## src/rtl/i2s_clkws_cfg_seq.sv

```systemverilog
// ---------------------------------------------------------------------------
// i2s_clkws_cfg_seq
//
// Configuration sequencer that sits in front of i2s_clkws_gen. Register-file
// requests are captured on cfg_update_i and applied so that the clock mux
// selects, dividers, word fields and DSP fields never change while the
// downstream clock generators, gates or WS generators are enabled.
//
// A request whose static fields (sel, div_0, div_1, word, dsp) differ from the
// applied ones takes the full path: drain the enables, wait for the slowest
// divided clock to stop, load the static fields, let them settle, re-enable.
// A request that only touches the enables skips straight to re-enabling.
//
// Parameters:
//   GUARD_CYCLES  - extra clk_i cycles added to the quiesce wait
//   SETTLE_CYCLES - clk_i cycles held between loading static fields and
//                   re-enabling (8-bit max)
//
// Ports:
//   clk_i           system clock
//   rstn_i          synchronous active-low reset
//   cfg_update_i    single-cycle pulse, samples all req_* inputs
//   req_en_i        {pdm_en, slave_en, master_en}
//   req_sel_i       {sel_slave_ext, sel_slave_num, sel_master_ext, sel_master_num}
//   req_div_0_i     master divider
//   req_div_1_i     slave divider
//   req_word_i      {word_size_1, word_num_1, word_size_0, word_num_0}
//   req_dsp_i       {dsp_en, dsp_mode, dsp_setup_time[15:0]}
//   applied_*_o     fields currently driven to i2s_clkws_gen
//   busy_o          a sequence is in progress
//   done_o          one-cycle pulse when the new configuration is fully applied
// ---------------------------------------------------------------------------
module i2s_clkws_cfg_seq #(
   parameter int GUARD_CYCLES  = 8,
   parameter int SETTLE_CYCLES = 4
) (
   input  logic        clk_i,
   input  logic        rstn_i,
   input  logic        cfg_update_i,
   input  logic [2:0]  req_en_i,
   input  logic [3:0]  req_sel_i,
   input  logic [15:0] req_div_0_i,
   input  logic [15:0] req_div_1_i,
   input  logic [15:0] req_word_i,
   input  logic [17:0] req_dsp_i,
   output logic [2:0]  applied_en_o,
   output logic [3:0]  applied_sel_o,
   output logic [15:0] applied_div_0_o,
   output logic [15:0] applied_div_1_o,
   output logic [15:0] applied_word_o,
   output logic [17:0] applied_dsp_o,
   output logic        busy_o,
   output logic        done_o
);

   // The static set is the group of fields that may only change while every
   // downstream enable is off. Keeping it as one packed record makes the
   // "did anything static change" test a single compare.
   typedef struct packed {
      logic [3:0]  sel;
      logic [15:0] div_0;
      logic [15:0] div_1;
      logic [15:0] word;
      logic [17:0] dsp;
   } static_t;

   typedef enum logic [2:0] {
      IDLE,
      CHECK,
      QUIESCE,
      APPLY,
      SETTLE,
      ENABLE
   } state_t;

   state_t      state;
   logic [17:0] cnt;

   logic [2:0]  shadow_en;
   static_t     shadow_st;
   logic [2:0]  pend_en;
   static_t     pend_st;
   logic        pending;

   logic [2:0]  applied_en;
   static_t     applied_st;

   static_t     req_st;
   logic [15:0] div_max;
   logic [17:0] div_max_p1;
   logic [17:0] quiesce_len;

   // Bundle the request fields into the same record layout as the applied
   // static set so shadow/pend/applied can be copied as a whole.
   assign req_st = {req_sel_i, req_div_0_i, req_div_1_i, req_word_i, req_dsp_i};

   // Quiesce wait length: two periods of the slowest divided clock that is
   // currently running (old applied dividers, not the requested ones), plus a
   // guard for the enable synchronisers and clock-gate latch. The largest
   // value, 2*65536+GUARD, needs 18 bits, so the sum is widened before adding.
   assign div_max     = (applied_st.div_0 > applied_st.div_1) ? applied_st.div_0
                                                              : applied_st.div_1;
   assign div_max_p1  = {2'b00, div_max} + 18'd1;
   assign quiesce_len = {div_max_p1[16:0], 1'b0} + 18'(GUARD_CYCLES);

   // Outputs come straight from registers; busy is a decode of the state.
   assign applied_en_o    = applied_en;
   assign applied_sel_o   = applied_st.sel;
   assign applied_div_0_o = applied_st.div_0;
   assign applied_div_1_o = applied_st.div_1;
   assign applied_word_o  = applied_st.word;
   assign applied_dsp_o   = applied_st.dsp;
   assign busy_o          = (state != IDLE);

   // Main sequencer. Applied enables are only cleared in CHECK and only
   // loaded in ENABLE; the applied static set is only loaded in APPLY, which
   // is always reached through CHECK's clear and the quiesce wait, so the
   // static fields can never move under a live enable.
   //
   // Requests arriving while a sequence is running go into a single pending
   // slot (last writer wins) and are picked up from ENABLE. A request landing
   // in the ENABLE cycle itself with nothing already pending ends up queued
   // while the FSM returns to IDLE, so IDLE drains the pending slot first.
   // The queue write sits after the case statement so that a new request in
   // the same cycle that a queued one is consumed stays queued.
   always_ff @(posedge clk_i) begin
      if (!rstn_i) begin
         state      <= IDLE;
         cnt        <= '0;
         shadow_en  <= '0;
         shadow_st  <= '0;
         pend_en    <= '0;
         pend_st    <= '0;
         pending    <= 1'b0;
         applied_en <= '0;
         applied_st <= '0;
         done_o     <= 1'b0;
      end else begin
         done_o <= 1'b0;

         case (state)
            IDLE: begin
               if (pending) begin
                  shadow_en <= pend_en;
                  shadow_st <= pend_st;
                  pending   <= 1'b0;
                  state     <= CHECK;
               end else if (cfg_update_i) begin
                  shadow_en <= req_en_i;
                  shadow_st <= req_st;
                  state     <= CHECK;
               end
            end

            CHECK: begin
               if (shadow_st == applied_st) begin
                  state <= ENABLE;
               end else begin
                  applied_en <= '0;
                  cnt        <= quiesce_len;
                  state      <= QUIESCE;
               end
            end

            QUIESCE: begin
               if (cnt == '0) begin
                  state <= APPLY;
               end else begin
                  cnt <= cnt - 18'd1;
               end
            end

            APPLY: begin
               applied_st <= shadow_st;
               cnt        <= 18'(SETTLE_CYCLES);
               state      <= SETTLE;
            end

            SETTLE: begin
               if (cnt == '0) begin
                  state <= ENABLE;
               end else begin
                  cnt <= cnt - 18'd1;
               end
            end

            ENABLE: begin
               applied_en <= shadow_en;
               done_o     <= 1'b1;
               if (pending) begin
                  shadow_en <= pend_en;
                  shadow_st <= pend_st;
                  pending   <= 1'b0;
                  state     <= CHECK;
               end else begin
                  state <= IDLE;
               end
            end

            default: begin
               state <= IDLE;
            end
         endcase

         if (cfg_update_i && ((state != IDLE) || pending)) begin
            pend_en <= req_en_i;
            pend_st <= req_st;
            pending <= 1'b1;
         end
      end
   end

endmodule

```

## config.mk

```make
export PLATFORM = sky130hd
export DESIGN_NAME = i2s_clkws_cfg_seq
export DESIGN_NICKNAME = d
export VERILOG_FILES = /design/src/rtl/i2s_clkws_cfg_seq.sv
export SDC_FILE = /design/constraint.sdc
export NUM_CORES = 1
export LEC_CHECK = 0
export ABC_AREA = 1
export CAP_MARGIN = 20
export CORE_ASPECT_RATIO = 1.2
export CORE_MARGIN = 2
export CORE_UTILIZATION = 30
export DETAILED_ROUTE_END_ITERATION = 16
export GPL_TIMING_DRIVEN = 0
export PLACE_DENSITY_LB_ADDON = 0.05
export SYNTH_ARGS = -nofsm -noshare
export SYNTH_HDL_FRONTEND = slang
export SYNTH_SLANG_ARGS = --single-unit
```

## constraint.sdc

```tcl
create_clock -name clk_i -period 4.4 [get_ports clk_i]
set_clock_uncertainty 0.1 [all_clocks]
set_input_delay 0.88 -clock clk_i [delete_from_list [all_inputs] [get_ports clk_i]]
set_output_delay 0.88 -clock clk_i [all_outputs]
set_load 0.02 [all_outputs]
```

==> results.cfg <==
[drt]
ant_nets = 0
drtIter0Drc = 572
drt-pass1-iter-count = 5
route.detailed.wl_per_inst_um = 18.0
num_vias = 11900
viasPerCell = 4.89
drt-total-wl_um = 43800
drc_errors = 0

[clock_network]
clk_latency_ns = 0.57
cts.sinks = 242
h-tree-depth = 1
numCtsBuffers = 29
cts_tree = done
postCtsSetupBuffers = 0
cts_resized = 0
clk_path_buf_depth = 3
clk_pin_slew_ns = 0.06
root_buffer = clkbuf_16
cts_hold_buffers = 0

[floorplan]
die_area_um2 = 41700
start_util_pct = 30.4
die_y_um = 223
row_count = 80
io_pins = 151
core_um2 = 39600
die_w_um = 187

[worst_setup_path]
cp-start-kind = flop
worstSetupPathType = flop to flop
critPathArrivalTime_ns = 4.24
cp_max_fo = 10
end_kind = flop
cp.required_ns = 4.80

[pwr]
power_density_nw_per_um2 = 736
vdd_drop_max_v = 0.000308
power.total_mw = 11.2
p_leak_nw = 5.94

[synth]
yosys.area.top_type = dfxtp_1
yosys-top-cells-count = 276 x nor2_1, 253 x o21ai_0, 242 x dfxtp_1, 224 x nand2_1, 134 x nand3_1
yosysMostFrequentCell = nor2_1
synth_top_area_share_pct = 40.2
async_flop_share_pct = 0
synth_cells = 1688
avgSynthCellArea_um2 = 7.13
ys_warn_count = 0
syn_area_um2 = 12000
ys.flop_type = dfxtp_1
synth-seq-cells = 242
synth-edff-count = 0
ys_top_cells_by_area = dfxtp_1 40%, o21ai_0 11%, nor2_1 8.6%
synth_fp_nets = 1783
ys_seq_area_share_pct = 40.2
synth.distinct_cells = 42

[min_path]
hold_class = flop to flop

[sta]
slew_headroom_pct = 40.1
fin_crit_ns = 3.84
maxSlewViolCount = 0
fin_crit_sh_pct = 87.3
max_freq_ghz = 0.260
setup_tns_ns = 0
hold_violations = 0
rsz0062_at_grt = no
setup_violations = 0
worst_pin_slew_ns = 0.886

[grt]
grt_pass1_vias = 11700
grt_first_pass_wirelength_um = 68000
grt-ovfl-total = 0
grt_start_max_net_pins = 15
antenna_found_initial = 8
grt_usage_pct = 20.9

[place]
port_buffers = 149
gp_congestion = 0.851
placed_cell_area_um2 = 14200
dp_hpwl_um = 33500

[status]
outcome = completed

[cells_and_area]
design_area_um2 = 15200
nFillCells = 4346
area_growth_pct = 25.9
fin_util_pct = 38.2
layout-drive-gt1-share_pct = 6.56
nets = 1963

[job]
max_cap_violations = 0
-- final timing paths --
path,startpoint,end,slack [ns],cells past startpoint
worst max register to register,applied_div_1_o[15],cnt[11],0.56,23
worst min-delay path,shadow_en[0],applied_en_o[0],0.37,1
worst min register to register,shadow_en[0],applied_en_o[0],0.37,1
worst max-delay path,applied_div_1_o[15],cnt[11],0.56,23
-- state kept, by name, indices dropped and copies added, names as in the netlist --
signal,cells
pend_st,70
shadow_st,70
applied_dsp_o,18
cnt,18
applied_div_0_o,16
applied_div_1_o,16
applied_word_o,16
applied_sel_o,4
applied_en_o,3
pend_en,3
shadow_en,3
state,3
done_o,1
pending,1
-- critical path, stage by stage, from the launching register on --
cell and delay [ns]:
dfxtp_1 0.46, inv_1 0.11, ha_1 0.31, a21oi_1 0.18
o21ai_0 0.13, a21oi_2 0.19, nand2_4 0.14, nand2_4 0.13
nand2_1 0.06, nand2_1 0.24, ha_1 0.23, inv_1 0.10
nand2_1 0.08, nand2_1 0.07, inv_2 0.10, ha_1 0.15
inv_1 0.06, nor2_2 0.16, nand3_2 0.12, nor2_2 0.18
nand2_1 0.07, nand2_1 0.08, o211ai_1 0.16, a21oi_1 0.15
-- cells in the final DEF (no fill, tap or decap), types with 2 or more instances in the layout --
| cell type | n |
|---|---|
| a21oi_1 | 72 |
| a31oi_1 | 81 |
| a32o_1 | 4 |
| buf_2 | 2 |
| buf_6 | 2 |
| bufinv_16 | 2 |
| clkbuf_1 | 108 |
| clkbuf_16 | 29 |
| clkbuf_8 | 7 |
| clkdlybuf4s50_1 | 149 |
| clkinv_1 | 3 |
| clkinv_2 | 4 |
| dfxtp_1 | 242 |
| diode_2 | 3 |
| ha_1 | 19 |
| inv_1 | 100 |
| inv_2 | 4 |
| nand2_1 | 224 |
| nand2_2 | 21 |
| nand2_4 | 15 |
| nand3_1 | 134 |
| nand3_2 | 4 |
| nand3_4 | 2 |
| nand4_1 | 16 |
| nor2_1 | 276 |
| nor2_2 | 6 |
| nor2_4 | 9 |
| nor3_1 | 10 |
| nor3b_1 | 4 |
| nor4_1 | 5 |
| o2111ai_1 | 2 |
| o21ai_0 | 253 |
| o21ai_1 | 2 |
| or2_2 | 10 |
| xnor2_1 | 38 |
| xor2_1 | 18 |
-- kinds of logic (layout without fill, tap and decap cells) --
kind of cell | Yosys count | after routing | share of synthesized area (%)
AOI/OAI and AO/OA | 419 | 419 | 18.6
xor gates and xnor gates | 56 | 56 | 4.07
adders and majority gates | 19 | 19 | 1.98
buffers and inverters | 211 | 413 | 6.89
DFF | 242 | 242 | 40.2
other | 0 | 3 | 0
and+or+nand+nor | 741 | 741 | 28.2
-- cell type report --
cell class              instances  area (um^2)  share of cell area, %
clock inverters                 7         88.8                  0.586
inverters                     107          402                   2.65
flip-flops and latches        242         4840                   32.0
repair buffers                149         1490                   9.84
well taps                     533          667                   4.40
plain buffers                 104          428                   2.82
clock buffers                  46          860                   5.67
diodes                          3         7.51                 0.0495
multi-input cells            1235         6360                   42.0
-- report_power, final --
group	internal, mW	switching, mW	leakage [nW]	total (mW)
logic	1.84	3.44	3.49	5.27
clock network	1.45	0.970	0.468	2.42
registers	2.88	0.590	1.99	3.47
-- through the flow --
step | hold WS [ns] | setup slack, ns | std cells
after floorplan | 0.334 | 1.17 | 1688
after global placement | 0.348 | 0.565 | 2370
after detailed placement | 0.362 | 0.523 | 2370
after CTS | 0.376 | 0.517 | 2423
after global routing | 0.394 | 0.213 | 2423
final | 0.373 | 0.560 | 2426
-- metal layers --
metal	share of wire, %	GRT usage, %	vias up
li1	-	-	6026
met3	5.1	3.98	73
met4	2.8	6.78	6
met5	0.10	0	-
met1	42	24.5	5510
met2	50	38.0	245
(Power assumes the default switching activity.)
